## config.mk

```make
export PLATFORM = sky130hd
export DESIGN_NAME = xbus_arb
export DESIGN_NICKNAME = d
export VERILOG_FILES = /design/src/rtl/xbus_arb.sv
export SDC_FILE = /design/constraint.sdc
export NUM_CORES = 1
export LEC_CHECK = 0
export CAP_MARGIN = 25
export CORE_ASPECT_RATIO = 0.5
export CORE_MARGIN = 5
export CORE_UTILIZATION = 35
export CTS_BUF_LIST = sky130_fd_sc_hd__clkbuf_2
export DETAILED_ROUTE_END_ITERATION = 8
export GPL_ROUTABILITY_DRIVEN = 0
export PLACE_DENSITY = 0.72
export SLEW_MARGIN = 10
export SYNTH_ARGS = -nofsm -noshare
export SYNTH_HDL_FRONTEND = slang
export SYNTH_SLANG_ARGS = --single-unit
```

## constraint.sdc

```tcl
create_clock -name clk -period 3.6 [get_ports clk]
set_input_delay 1.08 -clock clk [delete_from_list [all_inputs] [get_ports clk]]
set_output_delay 1.08 -clock clk [all_outputs]
set_load 0.1 [all_outputs]
```

## src/rtl/xbus_arb.sv

```systemverilog
// xbus_arb: two-master arbiter for the shared data bus in front of the
// address decoder. Master 0 is the controller, master 1 the loader/DMA.
// One access at a time; round-robin with a burst cap on ties.
//
//  state | meaning
//  ------+------------------------------------------------------------
//  IDLE  | bus free, arbitrate pending requests each cycle
//  ACC   | s_sel driven for ACC_CYC cycles with the latched owner fields
//  DONE  | owner ack pulses this cycle, gnt still held
module xbus_arb #(
  parameter int DATA_W    = 32,
  parameter int ADDR_W    = 13,
  parameter int ACC_CYC   = 1,
  parameter int BURST_MAX = 4
) (
  input  logic              clk,
  input  logic              rst,
  input  logic              m0_req,
  input  logic              m0_we,
  input  logic [ADDR_W-1:0] m0_addr,
  input  logic [DATA_W-1:0] m0_wdata,
  output logic              m0_gnt,
  output logic              m0_ack,
  input  logic              m1_req,
  input  logic              m1_we,
  input  logic [ADDR_W-1:0] m1_addr,
  input  logic [DATA_W-1:0] m1_wdata,
  output logic              m1_gnt,
  output logic              m1_ack,
  output logic [DATA_W-1:0] rdata,
  output logic              s_sel,
  output logic              s_we,
  output logic [ADDR_W-1:0] s_addr,
  output logic [DATA_W-1:0] s_wdata,
  input  logic [DATA_W-1:0] s_rdata,
  output logic              busy
);

  localparam int CNT_W  = $clog2(ACC_CYC) + 1;
  localparam int STRK_W = $clog2(BURST_MAX) + 1;

  localparam logic [CNT_W-1:0]  CNT_LAST = CNT_W'(ACC_CYC - 1);
  localparam logic [CNT_W-1:0]  CNT_ONE  = CNT_W'(1);
  localparam logic [STRK_W-1:0] STRK_MAX = STRK_W'(BURST_MAX);
  localparam logic [STRK_W-1:0] STRK_ONE = STRK_W'(1);

  localparam logic [1:0] ST_IDLE = 2'd0;
  localparam logic [1:0] ST_ACC  = 2'd1;
  localparam logic [1:0] ST_DONE = 2'd2;

  logic [1:0]        state;
  logic [1:0]        state_nxt;
  logic              owner;
  logic              last_owner;
  logic [STRK_W-1:0] streak;
  logic [STRK_W-1:0] streak_nxt;
  logic [CNT_W-1:0]  cnt;
  logic              pick;
  logic              grant;
  logic              acc_last;

  assign grant    = (state == ST_IDLE) && (m0_req || m1_req);
  assign acc_last = (state == ST_ACC) && (cnt == CNT_LAST);

  // Arbitration: lone requester always wins; on a tie keep the last owner
  // while its streak is live and below the cap. streak==0 only after reset
  // and means "no history", so the tie goes away from last_owner (=1), i.e.
  // master 0 wins the very first tie.
  always_comb begin
    pick = 1'b0;
    if (m0_req && m1_req) begin
      if ((streak != '0) && (streak < STRK_MAX)) pick = last_owner;
      else                                       pick = ~last_owner;
    end else if (m1_req) begin
      pick = 1'b1;
    end
  end

  // Streak update for the master being granted (saturates at the cap).
  always_comb begin
    streak_nxt = streak;
    if (pick == last_owner) begin
      if (streak < STRK_MAX) streak_nxt = streak + STRK_ONE;
    end else begin
      streak_nxt = STRK_ONE;
    end
  end

  // Next-state logic.
  always_comb begin
    state_nxt = state;
    case (state)
      ST_IDLE: if (m0_req || m1_req) state_nxt = ST_ACC;
      ST_ACC:  if (cnt == CNT_LAST)  state_nxt = ST_DONE;
      ST_DONE: state_nxt = ST_IDLE;
      default: state_nxt = ST_IDLE;
    endcase
  end

  // State register; busy mirrors "not IDLE" as a registered output.
  always_ff @(posedge clk or negedge rst) begin
    if (!rst) begin
      state <= ST_IDLE;
      busy  <= 1'b0;
    end else begin
      state <= state_nxt;
      busy  <= (state_nxt != ST_IDLE);
    end
  end

  // Arbitration history and current owner, updated only on a grant.
  always_ff @(posedge clk or negedge rst) begin
    if (!rst) begin
      owner      <= 1'b0;
      last_owner <= 1'b1;
      streak     <= '0;
    end else if (grant) begin
      owner      <= pick;
      last_owner <= pick;
      streak     <= streak_nxt;
    end
  end

  // Access-length counter: cleared at grant, counts while in ACC.
  always_ff @(posedge clk or negedge rst) begin
    if (!rst) begin
      cnt <= '0;
    end else if (grant) begin
      cnt <= '0;
    end else if (state == ST_ACC) begin
      cnt <= cnt + CNT_ONE;
    end
  end

  // Shared bus drive: owner fields latched at grant, select dropped at the
  // end of the access; address and write data hold their last value.
  always_ff @(posedge clk or negedge rst) begin
    if (!rst) begin
      s_sel   <= 1'b0;
      s_we    <= 1'b0;
      s_addr  <= '0;
      s_wdata <= '0;
    end else if (grant) begin
      s_sel   <= 1'b1;
      s_we    <= pick ? m1_we    : m0_we;
      s_addr  <= pick ? m1_addr  : m0_addr;
      s_wdata <= pick ? m1_wdata : m0_wdata;
    end else if (acc_last) begin
      s_sel   <= 1'b0;
      s_we    <= 1'b0;
    end
  end

  // Read data capture on the last ACC cycle of a read.
  always_ff @(posedge clk or negedge rst) begin
    if (!rst) begin
      rdata <= '0;
    end else if (acc_last && !s_we) begin
      rdata <= s_rdata;
    end
  end

  // Grant / ack handshake towards the masters.
  always_ff @(posedge clk or negedge rst) begin
    if (!rst) begin
      m0_gnt <= 1'b0;
      m1_gnt <= 1'b0;
      m0_ack <= 1'b0;
      m1_ack <= 1'b0;
    end else if (grant) begin
      m0_gnt <= ~pick;
      m1_gnt <= pick;
    end else if (acc_last) begin
      m0_ack <= ~owner;
      m1_ack <= owner;
    end else if (state == ST_DONE) begin
      m0_gnt <= 1'b0;
      m1_gnt <= 1'b0;
      m0_ack <= 1'b0;
      m1_ack <= 1'b0;
    end
  end

endmodule

```

After elaboration in Yosys (flattened, before gate mapping):

Cells that the tools add are included.

* logic and storage cells: 67
* RAM bits: 0
* bits in read-only memories: 0
* input bits: 128
* bits in latches: 0
* memories kept: 0
* flip-flop bits (word level): 92

* muxes and demuxes: 22
* $mul: 0
* $lt $le $gt $ge: 1
* $add $sub $neg: 2
* eq/ne operators: 5
* bitwise logic cells: 5
* reductions and logical operators: 17
* divide/modulo/power cells: 0
* shifts and indexed selects: 0

Operators by type and width (number)
* $mux 32: 1
* $mux 1: 15
* $mux 13: 1
* $reduce_bool 2->1: 5
* $mux 3: 2
* $reduce_and 2->1: 3
* $logic_and 1x1->1: 5
* $not 1->1: 5
* $mux 2: 2
* $pmux 2 s2: 1
* $add 3x1->3 const B: 1
* $lt 3x3->1 const B: 1
* $reduce_bool 3->1: 1
* $eq 2x1->1 const B: 1
* $eq 2x2->1 const B: 1
* $logic_not 2->1: 1
* $ne 2x1->1 const B: 1
* $ne 2x2->1 const B: 1
* $add 1x1->1 const B: 1
* $eq 1x1->1: 1
* $logic_not 1->1: 1
* $logic_or 1x1->1: 1

Longest topological paths before layout:

Gate-level depths: netlist of the first run.

* depth in word-level cells: 7
* depth in mapped cells: 8

Worst setup path after synthesis of the first run:

OpenSTA, ideal clock, no wires.

* path kind: input to register
* from: input port m0_req
* to: register s_addr[11]
* data arrival time: 2.178 ns
* slack: 1.299 ns
* buffers on the path: 2
* stages on the path: 6
* data required time: 3.477 ns
* cells stage by stage: or4b_4 and3_4 buf_6 buf_6 a21oi_2 a21oi_1

* cells in the longest elaborated chain, start to end: 3
* elaborated cells on any way between the ends: 5
* those cells by class: 2 x mux; 3 x reduce/logical

Ends and longest elaborated chain
* from (decl): line 18 `input logic m0_req,`
* $logic_and 1x1->1: line 71 `if (m0_req && m1_req) begin`
* $mux 1: line 71
* $mux 13: line 146 `s_addr <= pick ? m1_addr : m0_addr;`
* to (signal assigned): line 146
* to (decl): line 33 `output logic [ADDR_W-1:0] s_addr,`

Several ways; a longest one is shown, not always the timed one.
A chain may end at the register's enable or synchronous reset.

Final worst setup path of the first run:

* from: input port m0_req
* to: register s_wdata[8]

* cells in the longest elaborated chain, start to end: 3
* elaborated cells on any way between the ends: 5
* those cells by class: 2 x mux; 3 x reduce/logical

Ends and longest elaborated chain
* $logic_and 1x1->1: line 71
* $mux 1: line 71
* $mux 32: line 147 `s_wdata <= pick ? m1_wdata : m0_wdata;`
* to (signal assigned): line 147
* to (decl): line 34 `output logic [DATA_W-1:0] s_wdata,`

Several ways; a longest one is shown, not always the timed one.

==> run metrics, run 1 <==
grt total ovfl 0; Tmin final between 2 and 2.5 ns; RSZ-0062 raised after global routing no; Yosys cell types 33; maximum number of pins on one net before global-route repair 60; num rows 27; Final setup viols 0; Die Y around 86 um; remaining antenna violation count after routing 0; CTS H-tree depth 3; Post-synth EDFFs 0; most frequent cells after synthesis dfrtp_1, a21oi_1, nand2_1; syn nets about 520; Synth Flop Type dfrtp_1; Worst Max-Slew Pin Slew 0.776 ns; average cell area after synthesis about 10 sq um; DP HPWL 8870 um; DIE WIDTH ~160 um; Worst setup SP type input pin; critical path class in -> reg; CP endpoint kind flop; warnings from Yosys 0; vias roughly 3600; Final Hold Violating Endpoints 0; Seq cells post-synth slightly above 90; post-CTS setup buffers 0; asr flop ratio synth 1.00; starting density of the core 0.364; clk slew on worst S/H paths ~0.27 ns; top post-synthesis cells by area dfrtp_1, mux2_2, a21oi_1; achievable clock frequency 0.410 GHz; count of final max-slew check failures 0; final wirelength 12100 um; Synth top area share 0.560; die footprint around 0.014 sq mm; Top Layer Used met4; Post-Synthesis Cell Area slightly above 0.004 sq mm; worst skew pair latency a little under 0.6 ns; Routed WL per cell 16.0 um; Hold WC Path Type in -> async; post-cts repair resize count 0; Nets between 700 and 800; DR vias/cell roughly 4.7; GRT Resource Usage Total 0.171; met3 wire len roughly 620 um; status complete, no violations; clk buf depth 2; CTS tree built; P&R area growth vs syn 52.4%; setup TNS 0 ns; worst rel slew slack 0.483; Final Cycle Share 0.678; DRT iter0 DRCs 196; # diodes 0; I/O pin cnt between 200 and 250; Num CTS Buffers 9; initial antenna violation count 0; met1 WL between 5000 and 6000 um; drt drc 0; clk root buf clkbuf_2; DR pass1 iterations 4; critical path arrival 2.94 ns; fraction of layout cells with a size suffix above 1 0.295; maxcap violations 0; met2 wire length roughly 6300 um; WP data required about 4 ns; Post-Syn Instances roughly 400; Hold WS 0.507 ns; first-pass GRT wire length 19200 um; Final Skew slightly above 0.02 ns; cell taking the most area after synthesis dfrtp_1; I/O Buffers between 200 and 250; Core Region roughly 0.011 sq mm; clk sinks between 90 and 100; hold_buf cts 0; fillers between 1000 and 1500; top-count cell post-synth dfrtp_1; Seq/Total Area, Yosys 0.567; vias in the first global route between 3000 and 4000; critical-path maximum fanout between 40 and 50
-- metrics by stage --
step	instances	setup WS [ns]	util	area, sq um
3_5_place_dp	744	0.521	0.546	6100
5_1_grt	759	1.08	0.554	6200
2_1_floorplan	392	1.30	-	4070
4_1_cts	759	1.12	0.554	6200
3_3_place_gp	744	0.568	0.546	6100
6_report	759	1.16	0.554	6200
-- critical path: stages --
cell	delay (ns)
clkdlybuf4s50_1	0.58
or4b_4	0.50
and3_4	0.43
a21oi_1	0.25
a21oi_1	0.09
-- metal layers --
| metal | GRT usage | up-vias |
|---|---|---|
| met4 | 0.0368 | 0 |
| met2 | 0.305 | 93 |
| li1 | - | 1736 |
| met1 | 0.211 | 1738 |
| met5 | 0 | - |
| met3 | 0.0442 | 11 |
-- path summary, 6_finish.rpt --
| check | cells past startpoint | endpoint | startpoint | slack (ns) |
|---|---|---|---|---|
| max | 5 | s_wdata[8] | m0_req | 1.16 |
| min | 1 | s_wdata[1] | rst | 0.51 |
| max in group asynchronous | 2 | last_owner | rst | 2.34 |
| max reg2reg | 6 | s_wdata[8] | streak[0] | 1.49 |
| min in group clk | 2 | s_sel | s_sel | 0.53 |
| min reg2reg | 2 | s_sel | s_sel | 0.53 |
-- cells in the final DEF (no fill, tap or decap), types with 3 or more instances in the layout --
| cell type | instances |
|---|---|
| nand2_1 | 56 |
| dfrtp_1 | 91 |
| a21oi_2 | 30 |
| nor2_1 | 52 |
| clkdlybuf4s50_1 | 126 |
| mux2_2 | 32 |
| buf_4 | 92 |
| clkbuf_2 | 9 |
| inv_1 | 5 |
| o21ai_0 | 5 |
| nand2b_1 | 3 |
| nor2b_1 | 3 |
| a21oi_1 | 68 |
-- layout make-up --
type                       instances  area [sq um]  area share
clock buffer                       9          45.0     0.00727
clock inverter                     6          50.0     0.00808
inverter                           5          18.8     0.00303
multi-input combinational        269          1610       0.260
sequential                        92          2300       0.372
tap                              159           199      0.0321
timing repair buffer             219          1970       0.318
-- cells by family after synthesis --
logic type      count (synthesis)  share of synthesized area
fa+ha+maj                       2                    0.00615
flops                          92                      0.567
mux                            33                     0.0911
simple gates                  125                      0.129
compound gates                109                      0.167
buf+inv                        31                     0.0397
-- state kept, by name, summed over array words and instances (netlist names), 2 cells and up --
register and count:
state 2, s_addr 13, s_wdata 32, streak 3, rdata 32
Power of run 1 is not shown: default switching activity piles up to over one toggle a cycle in this logic, so the estimate is an artifact.
==> run 2, diff against run 1 <==
Clock period 3.6 ns to 2.5 ns, I/O delays scaled along.
==> run 2 against run 1 <==
  * Sequential share of layout area down 0.93 points
  * Final area up 2.6%
  * Final cell count up 1.3%
  * Count of clock-buffer cells in the layout up 1
  * Die area unchanged
  * Core utilization up 1.4 points
  * Critical path depth down 4
  * Hold slack better by 0.016 ns
  * Flip-flop and latch count unchanged
  * Clock skew about the same
  * Via count up 2.0%
  * Largest cell class unchanged
==> run metrics, run 2 (synthesis gave the netlist of run 1 again) <==
achievable clock frequency ~0.48 GHz; clk root buf clkbuf_2 (unchanged); GRT met2 Usage 0.307 (was 0.305); critical path's top delay family flip-flops (was simple AND/OR/NAND/NOR gates); Nets 735 (was 726); critical path arrival 1.32 ns (was 2.94 ns); drt drc 0 (unchanged); worst skew pair latency 0.55 ns (was 0.58 ns); vias in the first global route 3762 (was 3677); RSZ-0062 raised after global routing no (unchanged); CP endpoint kind output pin (was flop); fraction of layout cells with a size suffix above 1 0.305 (was 0.295); Largest regs rdata x32, s_wdata x32, s_addr x13 (unchanged); DIE WIDTH 162 um (unchanged); post-CTS setup buffers 0 (unchanged); Num CTS Buffers 9 (unchanged); met3 Usage GRT 0.0451 (was 0.0442); count of final max-slew check failures 0 (unchanged); fillers 980 (was 1009); remaining antenna violation count after routing 0 (unchanged); critical path class reg -> out (was in -> reg); grt total ovfl 0 (unchanged); status complete, no violations (unchanged); grt peak-use layer met2 (unchanged); Die Y 86.2 um (unchanged); P&R area growth vs syn 56.4% (was 52.4%); most frequent cells in the layout clkdlybuf4s50_1, buf_4, dfrtp_1 (unchanged); clk sinks 92 (unchanged); initial antenna violation count 0 (unchanged); I/O Buffers 211 (unchanged); Final Skew 0.0203 ns (was 0.0206 ns); clk slew on worst S/H paths 0.24 ns (was 0.27 ns); DR pass1 iterations 4 (unchanged); WP data required 1.75 ns (was 4.10 ns); slowest stage cell, crit path dfrtp_1 (was clkdlybuf4s50_1); starting density of the core 0.364 (unchanged); CTS tree built (unchanged); maxcap violations 0 (unchanged); Buf/Inv on CP 1 (unchanged); Worst Max-Slew Pin Slew 0.465 ns (was 0.776 ns); slowest cell delay on critical path 0.46 ns (was 0.58 ns); Routed WL per cell 16.1 um (was 16.0 um); first-pass GRT wire length 19700 um (was 19200 um); met1 Usage GRT 0.220 (was 0.211); maximum number of pins on one net before global-route repair 38 (was 60); I/O pin cnt 212 (unchanged); # diodes 0 (unchanged); Worst setup SP type flop (was input pin); Final setup viols 0 (unchanged); num rows 27 (unchanged); Core Region 0.0112 sq mm (unchanged); Hold WC Path Type reg -> reg (was in -> async); Final Hold Violating Endpoints 0 (unchanged); Hold WS 0.523 ns (was 0.507 ns); vias 3649 (was 3578); critical path, cell by cell buf_4 (was clkdlybuf4s50_1, or4b_4, and3_4, a21oi_1, a21oi_1); Tmin final about 2.1 ns; DRT iter0 DRCs 184 (was 196); critical-path maximum fanout 3 (was 47); GRT Resource Usage Total 0.176 (was 0.171); final wirelength 12400 um (was 12100 um); DP HPWL 9280 um (was 8870 um); worst rel slew slack 0.690 (was 0.483); DR vias/cell 4.75 (was 4.71); CTS H-tree depth 3 (unchanged); commonest non-fill, non-tap cell in the layout clkdlybuf4s50_1 (unchanged); clk buf depth 2 (unchanged); die footprint 0.0140 sq mm (unchanged); Final Cycle Share 0.827
## run 2: cell count changes in the layout (fill, tap and decap cells not counted)
cell	before	now
clkinv_4	2	1
clkbuf_2	9	10
bufinv_16	0	1
buf_4	92	95
buf_12	1	6
dlygate4sd3_1	0	1
## run 2: layout make-up
cell class	instances	area [sq um]	area share
Sequential cell	92	2300	0.362
Timing Repair Buffer	228	2100	0.331
Multi-Input combinational cell	269	1610	0.253
Tap cell	159	199	0.0313
Clock inverter	6	71.3	0.0112
Clock buffer	10	50.0	0.00787
Inverter	5	18.8	0.00295
## run 2: final timing paths
| check | start | endpoint | slack, ns | cells after the start |
|---|---|---|---|---|
| min | s_sel | s_sel | 0.52 | 2 |
| max reg2reg | streak[1] | s_wdata[11] | 0.54 | 7 |
| max in group asynchronous | rst | rdata[23] | 1.39 | 3 |
| max | s_we | s_we | 0.43 | 1 |
| min in group asynchronous | rst | rdata[15] | 0.56 | 2 |
| min reg2reg | s_sel | s_sel | 0.52 | 2 |
## run 2: layer usage
| metal | routed length, um | part of all wire |
|---|---|---|
| met1 | 5300 | 0.43 |
| met2 | 6240 | 0.50 |
| met3 | 607 | 0.049 |
| met4 | 209 | 0.017 |
| met5 | 0 | 0 |
## run 2: stage by stage
step / worst slack (ns) / area [sq um] / setup TNS, ns / instances / utilization
after floorplan: 0.529 / 4070 / 0 / 392 / -
after global placement: 0.0112 / 6220 / 0 / 752 / 0.557
after detailed placement: -0.00211 / 6220 / -0.00211 / 752 / 0.557
after CTS: 0.346 / 6360 / 0 / 769 / 0.568
after global routing: 0.310 / 6360 / 0 / 769 / 0.568
final: 0.432 / 6360 / 0 / 769 / 0.568
## run 2: what timing repair did
| action | in CTS | in global routing |
|---|---|---|
| resized for setup | 0 | 0 |
| hold buffers | 1 | 0 |
| hold endpoints to repair | 16 | 0 |
Power of run 2 is left out for the same reason.
